[src/rtl/ifmap_window_sequencer_if.sv]
`default_nettype none
// ============================================================================
// ifmap_window_sequencer_if : cfg / read-request / response / window channels
// Rev 1.0
// ============================================================================
interface ifmap_window_sequencer_if #(
  parameter int WIN_W = 25
);
  logic             cfg_valid;
  logic             cfg_ready;
  logic [5:0]       cfg_size;
  logic             req_valid;
  logic             req_ready;
  logic [12:0]      req_addr;
  logic             rsp_valid;
  logic             rsp_ready;
  logic [WIN_W-1:0] rsp_window;
  logic             win_valid;
  logic             win_ready;
  logic [WIN_W-1:0] win_data;
  logic [5:0]       win_y;
  logic [5:0]       win_x;
  logic             win_ts;
  logic             win_last;
  logic             done;
  logic             cfg_err;

  modport master (
    input  cfg_valid, cfg_size, req_ready, rsp_valid, rsp_window, win_ready,
    output cfg_ready, req_valid, req_addr, rsp_ready,
           win_valid, win_data, win_y, win_x, win_ts, win_last, done, cfg_err
  );

  modport slave (
    output cfg_valid, cfg_size, req_ready, rsp_valid, rsp_window, win_ready,
    input  cfg_ready, req_valid, req_addr, rsp_ready,
           win_valid, win_data, win_y, win_x, win_ts, win_last, done, cfg_err
  );
endinterface
`default_nettype wire

[src/rtl/ifmap_window_sequencer.sv]
`default_nettype none
// ============================================================================
// ifmap_window_sequencer : walks (y, x, ts) origins, issues reads, tags windows
// Rev 1.0
// ============================================================================
module ifmap_window_sequencer #(
  parameter int WIN_W   = 25,
  parameter int MAX_DIM = 36,
  parameter int MAX_OUT = 4
) (
  input  wire logic                 clk,
  input  wire logic                 rst,
  ifmap_window_sequencer_if.master  bus
);

  localparam int         C_PW      = $clog2(MAX_OUT);
  localparam int         C_CW      = C_PW + 1;
  localparam logic [5:0] C_MAX_DIM = 6'(MAX_DIM);

  localparam logic [1:0] C_IDLE  = 2'd0;
  localparam logic [1:0] C_ISSUE = 2'd1;
  localparam logic [1:0] C_DRAIN = 2'd2;

  logic [1:0]       state_q, state_d;
  logic [5:0]       size_q, size_d;
  logic [5:0]       y_q, y_d;
  logic [5:0]       x_q, x_d;
  logic             ts_q, ts_d;
  logic [C_PW-1:0]  wr_ptr_q, wr_ptr_d;
  logic [C_PW-1:0]  rd_ptr_q, rd_ptr_d;
  logic [C_CW-1:0]  count_q, count_d;
  logic [13:0]      tag_mem_q [MAX_OUT];
  logic [13:0]      tag_mem_d [MAX_OUT];
  logic             win_valid_q, win_valid_d;
  logic [WIN_W-1:0] win_data_q, win_data_d;
  logic [5:0]       win_y_q, win_y_d;
  logic [5:0]       win_x_q, win_x_d;
  logic             win_ts_q, win_ts_d;
  logic             win_last_q, win_last_d;
  logic             done_q, done_d;
  logic             cfg_err_q, cfg_err_d;

  logic       cfg_ready;
  logic       req_valid;
  logic       rsp_ready;
  logic       fifo_full;
  logic       fifo_empty;
  logic       cfg_fire;
  logic       cfg_bad;
  logic       push;
  logic       pop;
  logic       win_fire;
  logic       last_origin;
  logic [5:0] size_m1;
  logic [13:0] rd_tag;

  assign fifo_full   = (count_q == C_CW'(MAX_OUT));
  assign fifo_empty  = (count_q == '0);
  assign size_m1     = size_q - 6'd1;
  assign last_origin = (y_q == size_m1) && (x_q == size_m1) && ts_q;
  assign cfg_fire    = bus.cfg_valid && cfg_ready;
  assign cfg_bad     = (bus.cfg_size == 6'd0) || (bus.cfg_size > C_MAX_DIM);
  assign push        = req_valid && bus.req_ready;
  assign pop         = bus.rsp_valid && rsp_ready;
  assign win_fire    = win_valid_q && bus.win_ready;
  assign rd_tag      = tag_mem_q[rd_ptr_q];

  always_ff @(posedge clk) begin
    if (rst) begin
      state_q     <= C_IDLE;
      size_q      <= '0;
      y_q         <= '0;
      x_q         <= '0;
      ts_q        <= 1'b0;
      wr_ptr_q    <= '0;
      rd_ptr_q    <= '0;
      count_q     <= '0;
      tag_mem_q   <= '{default: '0};
      win_valid_q <= 1'b0;
      win_data_q  <= '0;
      win_y_q     <= '0;
      win_x_q     <= '0;
      win_ts_q    <= 1'b0;
      win_last_q  <= 1'b0;
      done_q      <= 1'b0;
      cfg_err_q   <= 1'b0;
    end else begin
      state_q     <= state_d;
      size_q      <= size_d;
      y_q         <= y_d;
      x_q         <= x_d;
      ts_q        <= ts_d;
      wr_ptr_q    <= wr_ptr_d;
      rd_ptr_q    <= rd_ptr_d;
      count_q     <= count_d;
      tag_mem_q   <= tag_mem_d;
      win_valid_q <= win_valid_d;
      win_data_q  <= win_data_d;
      win_y_q     <= win_y_d;
      win_x_q     <= win_x_d;
      win_ts_q    <= win_ts_d;
      win_last_q  <= win_last_d;
      done_q      <= done_d;
      cfg_err_q   <= cfg_err_d;
    end
  end

  // Next-state: the final window leaving the output register retires the map.
  always_comb begin
    state_d = state_q;
    case (state_q)
      C_IDLE:  if (cfg_fire && !cfg_bad) state_d = C_ISSUE;
      C_ISSUE: if (push && last_origin) state_d = C_DRAIN;
      C_DRAIN: if (win_fire && win_last_q && fifo_empty) state_d = C_IDLE;
      default: state_d = C_IDLE;
    endcase
  end

  always_comb begin
    cfg_ready = (state_q == C_IDLE);
    req_valid = (state_q == C_ISSUE) && !fifo_full;
    rsp_ready = !fifo_empty && (!win_valid_q || bus.win_ready);
  end

  always_comb begin
    size_d    = size_q;
    y_d       = y_q;
    x_d       = x_q;
    ts_d      = ts_q;
    cfg_err_d = 1'b0;
    done_d    = (state_q == C_DRAIN) && win_fire && win_last_q && fifo_empty;

    if (cfg_fire) begin
      if (cfg_bad) begin
        cfg_err_d = 1'b1;
      end else begin
        size_d = bus.cfg_size;
        y_d    = '0;
        x_d    = '0;
        ts_d   = 1'b0;
      end
    end else if (push) begin
      ts_d = ~ts_q;
      if (ts_q) begin
        if (x_q == size_m1) begin
          x_d = '0;
          y_d = (y_q == size_m1) ? 6'd0 : y_q + 6'd1;
        end else begin
          x_d = x_q + 6'd1;
        end
      end
    end

    tag_mem_d = tag_mem_q;
    if (push) tag_mem_d[wr_ptr_q] = {y_q, x_q, ts_q, last_origin};
    wr_ptr_d = wr_ptr_q + C_PW'(push);
    rd_ptr_d = rd_ptr_q + C_PW'(pop);
    count_d  = count_q + C_CW'(push) - C_CW'(pop);

    win_valid_d = win_valid_q;
    win_data_d  = win_data_q;
    win_y_d     = win_y_q;
    win_x_d     = win_x_q;
    win_ts_d    = win_ts_q;
    win_last_d  = win_last_q;
    if (pop) begin
      win_valid_d = 1'b1;
      win_data_d  = bus.rsp_window;
      win_y_d     = rd_tag[13:8];
      win_x_d     = rd_tag[7:2];
      win_ts_d    = rd_tag[1];
      win_last_d  = rd_tag[0];
    end else if (win_fire) begin
      win_valid_d = 1'b0;
      win_last_d  = 1'b0;
    end
  end

  assign bus.cfg_ready = cfg_ready;
  assign bus.req_valid = req_valid;
  assign bus.req_addr  = {y_q, x_q, ts_q};
  assign bus.rsp_ready = rsp_ready;
  assign bus.win_valid = win_valid_q;
  assign bus.win_data  = win_data_q;
  assign bus.win_y     = win_y_q;
  assign bus.win_x     = win_x_q;
  assign bus.win_ts    = win_ts_q;
  assign bus.win_last  = win_last_q;
  assign bus.done      = done_q;
  assign bus.cfg_err   = cfg_err_q;

endmodule
`default_nettype wire

[src/flat_wrapper.sv]
// flat-port wrapper written by rule: the top's interface ports become plain ports
module ifmap_window_sequencer_flat 
#(
  parameter int WIN_W   = 25,
  parameter int MAX_DIM = 36,
  parameter int MAX_OUT = 4
)
  (clk, rst, bus_cfg_valid, bus_cfg_size, bus_req_ready, bus_rsp_valid, bus_rsp_window, bus_win_ready, bus_cfg_ready, bus_req_valid, bus_req_addr, bus_rsp_ready, bus_win_valid, bus_win_data, bus_win_y, bus_win_x, bus_win_ts, bus_win_last, bus_done, bus_cfg_err);
  ifmap_window_sequencer_if #(.WIN_W(WIN_W)) bus_i ();
  input  wire logic clk;
  input  wire logic rst;
  input wire logic [$bits(bus_i.cfg_valid)-1:0] bus_cfg_valid;
  input wire logic [$bits(bus_i.cfg_size)-1:0] bus_cfg_size;
  input wire logic [$bits(bus_i.req_ready)-1:0] bus_req_ready;
  input wire logic [$bits(bus_i.rsp_valid)-1:0] bus_rsp_valid;
  input wire logic [$bits(bus_i.rsp_window)-1:0] bus_rsp_window;
  input wire logic [$bits(bus_i.win_ready)-1:0] bus_win_ready;
  output wire logic [$bits(bus_i.cfg_ready)-1:0] bus_cfg_ready;
  output wire logic [$bits(bus_i.req_valid)-1:0] bus_req_valid;
  output wire logic [$bits(bus_i.req_addr)-1:0] bus_req_addr;
  output wire logic [$bits(bus_i.rsp_ready)-1:0] bus_rsp_ready;
  output wire logic [$bits(bus_i.win_valid)-1:0] bus_win_valid;
  output wire logic [$bits(bus_i.win_data)-1:0] bus_win_data;
  output wire logic [$bits(bus_i.win_y)-1:0] bus_win_y;
  output wire logic [$bits(bus_i.win_x)-1:0] bus_win_x;
  output wire logic [$bits(bus_i.win_ts)-1:0] bus_win_ts;
  output wire logic [$bits(bus_i.win_last)-1:0] bus_win_last;
  output wire logic [$bits(bus_i.done)-1:0] bus_done;
  output wire logic [$bits(bus_i.cfg_err)-1:0] bus_cfg_err;
  assign bus_i.cfg_valid = bus_cfg_valid;
  assign bus_i.cfg_size = bus_cfg_size;
  assign bus_i.req_ready = bus_req_ready;
  assign bus_i.rsp_valid = bus_rsp_valid;
  assign bus_i.rsp_window = bus_rsp_window;
  assign bus_i.win_ready = bus_win_ready;
  assign bus_cfg_ready = bus_i.cfg_ready;
  assign bus_req_valid = bus_i.req_valid;
  assign bus_req_addr = bus_i.req_addr;
  assign bus_rsp_ready = bus_i.rsp_ready;
  assign bus_win_valid = bus_i.win_valid;
  assign bus_win_data = bus_i.win_data;
  assign bus_win_y = bus_i.win_y;
  assign bus_win_x = bus_i.win_x;
  assign bus_win_ts = bus_i.win_ts;
  assign bus_win_last = bus_i.win_last;
  assign bus_done = bus_i.done;
  assign bus_cfg_err = bus_i.cfg_err;
  ifmap_window_sequencer #(.WIN_W(WIN_W), .MAX_DIM(MAX_DIM), .MAX_OUT(MAX_OUT)) u_core (.clk(clk), .rst(rst), .bus(bus_i));
endmodule
[config.mk]
export PLATFORM = sky130hd
export DESIGN_NAME = ifmap_window_sequencer_flat
export DESIGN_NICKNAME = d
export VERILOG_FILES = /design/src/rtl/ifmap_window_sequencer_if.sv /design/src/rtl/ifmap_window_sequencer.sv /design/src/flat_wrapper.sv
export SDC_FILE = /design/constraint.sdc
export NUM_CORES = 1
export LEC_CHECK = 0
export CAP_MARGIN = 20
export CORE_MARGIN = 4
export CORE_UTILIZATION = 55
export CTS_BUF_LIST = sky130_fd_sc_hd__clkbuf_2
export CTS_CLUSTER_DIAMETER = 40
export DETAILED_ROUTE_END_ITERATION = 16
export PLACE_DENSITY = 0.8
export SLEW_MARGIN = 20
export SYNTH_ARGS = -nofsm -noshare
export SYNTH_HDL_FRONTEND = slang
export SYNTH_SLANG_ARGS = --single-unit
[constraint.sdc]
create_clock -name clk -period 3.85 [get_ports clk]
set_input_delay 0.9625 -clock clk [delete_from_list [all_inputs] [get_ports clk]]
set_output_delay 0.9625 -clock clk [all_outputs]
set_load 0.005 [all_outputs]
==> impl_results.md <==
* CTS Root Cell: clkbuf_2
* Sequential Power Share at 51.4%
* Worst reg2reg path startpoint: u_core.size_q[0]$_SDFFE_PP0P_
* Std-Cell Rows at 35
* Switching Fraction at 29.62%
* Hold buffers post-CTS at 0
* Starting density of the core at 57.40%
* Worst skew pair latency at ~0.62 ns
* GRT Total Usage at between 20% and 30%
* Htree depth at 4
* First-pass GRT wire length at approximately 19,000 um
* CP max stage delay at 0.52 ns
* CTS buffer count at 17
* Sum Neg Setup Slack at 0 ns
* Setup violations, final at 0
* Die area at around 11,000 sq um
* Post-CTS Setup Bufs at 0
* Synth Net Count at just over 600
* Flops & latches, synth at 126
* Hold path start: u_core.bus.win_x[0]$_SDFFE_PP0P_
* GRT overflow at 0
* FF-to-FF End: u_core.y_q[2]$_SDFFE_PP0P_
* Bufs on Longest Clock Path at 2
* Largest net degree at the start of global routing at 68
* I/O Pins at 95
* Endpoint, Worst Hold: u_core.bus.win_x[0]$_SDFFE_PP0P_
* Fmax at about 310 MHz
* Initial antenna violation count at 0
* DR DRC count at 0
* Max-cap violations at 0
* Setup crit start kind: input port
* VDD IR max at 0.0002002 V
* Area contributors post-synth: dfxtp_1 (47%), mux2i_1 (12%), nand2_1 (6.2%)
* Unrepaired setup endpoints after global routing: no
* Final Slew Violations at 0
* I/O Buffers at 94
* Synth unique cells at 49
* Crit end category: output port
* Crit path buf inv count at 2
* Switch Pwr at between 800 and 900 uW
* Tot Pwr at about 2900 uW
* Hold Fails Final Rpt at 0
* GRT busiest layer: met2
* Mapped Area at approximately 5400 sq um
* Fin util at 70.08%
* Final GP Congestion at 0.7654
* Pwr Density at ~440 nW/um^2
* Cell taking the most area after synthesis: dfxtp_1
* Sinks on Clock Net at 126
* Combinational Power Share at 20.9%
* Proportion of layout cells with a drive suffix above 1 at 9.370%
* Status: finished clean
* Clock share of power at 27.7%
* Routed wire length at 11,480 um
* Ant. Diodes at 0
* Family with the most delay on the worst path: buffers and inverters
* Number of global-route vias before repair at 3,998
* Met2 GRT Util at 33.59%
* Slew HR at about a third
* Reg2reg setup slack at roughly 1.4 ns
* Clock transition at the registers of the reported paths at approximately 0.17 ns
* Core region area at 9371 sq um
* Cell mode on critical path: clkdlybuf4s50_1
* Min Tclk post-route at 3.220 ns
* P_leak at 0.002606 uW
* Drt pass-1 iters at 5
* CTS tree: done
* Synth top area share at roughly 47%
* Skew final at 0.01278 ns
* Sequential element share of the synthesized area at 46.89%
* WP data required at 2.89 ns
* Class of the worst hold path: reg -> reg
* Critical path's slowest cell: clkdlybuf4s50_1
* Cell Area, Placed at between 6000 and 7000 sq um
* Cells on worst reg2reg path at 8
* Grt met1 use at between 20% and 30%
* Syn Area/Cell at 9.571 sq um
* Post-DP HPWL at a little over 8000 um
* Fin area at 6568 sq um
* Synth Instances at roughly 560
* Worst Tran Pin Value at 0.9869 ns
* DR iter-0 viols at 205
* Die X at 106.9 um
* Critical path type: in -> out
* Wire length per cell at 14.72 um
* Via density at 5.329
* CP arrival at 2.26 ns
* DIE HEIGHT at 106.9 um
* Crit path max fanout at 3
* Int Power at 2047 uW
* Area grow syn2layout at 22.10%
* Final layout net count at slightly below 700
* Tcrit/Tclk final at between 80% and 90%
* WHS Path Cells at 2
* Critical path, cell by cell: clkdlybuf4s50_1, nand2b_1, nor2b_1, clkdlybuf4s50_1
* Met3 usage at 6.562%
* Number of gates resized after CTS at 0
* Post-DRT Antenna Nets at 0
* # fillers at 761
* Via count at 4,157
* Synth warn at 0
## logic make-up (layout without fill, tap and decap cells)
family,Yosys count,in the layout,synth area share (%)
XOR/XNOR,27,27,4.396
flip-flops,126,126,46.89
AND/OR/NAND/NOR,212,212,17.84
AO/OA/AOI/OAI,60,60,6.909
buffers and inverters,52,141,4.350
adder cells (fa/ha/maj),8,8,2.000
multiplexers,77,77,17.61
## cells in the final DEF (no fill, tap or decap), drive strengths merged, types with 9 or more instances in the layout
master,n
clkdlybuf4s50,93
clkbuf,17
dfxtp,126
a21oi,42
xor2,15
mux4,14
nor2,76
inv,9
xnor2,12
nand2,89
mux2i,62
## worst max path at each step
stage | start | endpoint | slack (ns) | depth (start not counted)
after floorplan | bus_win_ready | u_core.count_q[2]$_SDFF_PP0_ | 0.78 | 13
after global placement | bus_win_ready | bus_rsp_ready | 0.64 | 4
after detailed placement | bus_win_ready | u_core.count_q[2]$_SDFF_PP0_ | 0.53 | 13
after CTS | bus_win_ready | bus_rsp_ready | 0.62 | 4
after global routing | bus_win_ready | bus_rsp_ready | 0.55 | 4
final | bus_win_ready | bus_rsp_ready | 0.63 | 4
## through the flow
step	instances	worst slack, ns	hold WS, ns
floorplan	562	0.7834	0.4362
global placement	749	0.6397	0.4409
detailed placement	749	0.5269	0.4459
CTS	780	0.6179	0.4671
global route	780	0.5517	0.4834
finish	780	0.6301	0.4658
## worst register-to-register path: cells and delay by family, from the launching register on
kind,cells,cell delay (ns)
flops,1,0.50
xor+xnor,1,0.17
simple gates,1,0.26
fa+ha+maj,1,0.25
compound gates,4,1.09
buf+inv,1,0.08
## synth_stat cells (all sizes together)
master	instances
nor2b	5
nor4	1
dfxtp	126
mux2i	62
and3b	1
a31oi	1
mux2	1
or4	1
nand4b	1
or2	2
fa	1
and3	6
a2111o	1
and2	1
nor4b	1
o2bb2ai	1
a211o	1
buf	16
a21oi	42
nand3	5
ha	7
nand3b	4
o22a	1
a221oi	2
xor2	15
a21boi	1
o22ai	1
nand2	89
nand4	5
nand2b	6
nor3	6
inv	9
clkbuf	27
o21ai	4
nor2	76
o31ai	1
a221o	4
mux4	14
xnor2	12
nor3b	2
## power by group through the flow
stage               Combinational [uW]  Clock (uW)  Sequential (uW)
global placement                   593           0             1520
finish                             608         805             1490
floorplan                          414           0             1470
CTS                                618         828             1500
global route                       669         889             1520
detailed placement                 615           0             1530
## metal layers
layer,vias up,part of all wire [%]
met2,123,47
met3,7,6.4
li1,2058,-
met4,0,0.40
met1,1969,46
met5,-,0
## registers in the layout, summed over array words and instances, names as in the netlist
register	flops
u_core.tag_mem_q	56
u_core.bus.win_data	25
u_core.bus.win_x	6
u_core.bus.win_y	6
u_core.size_q	6
u_core.x_q	6
u_core.y_q	6
u_core.count_q	3
u_core.rd_ptr_q	2
u_core.state_q	2
u_core.wr_ptr_q	2
u_core.bus.cfg_err	1
u_core.bus.done	1
u_core.bus.win_last	1
u_core.bus.win_ts	1
u_core.bus.win_valid	1
u_core.ts_q	1
## cell type report
| class | count | area, sq um | area share (%) |
|---|---|---|---|
| clock buffers | 17 | 85.08 | 1.295 |
| repair buffers | 101 | 991.0 | 15.09 |
| clock inverters | 14 | 151.4 | 2.305 |
| flip-flops and latches | 126 | 2522 | 38.41 |
| well taps | 129 | 161.4 | 2.458 |
| multi-input cells | 384 | 2623 | 39.93 |
| inverters | 9 | 33.78 | 0.5144 |
No activity file was read; power rests on OpenSTA's default activity.
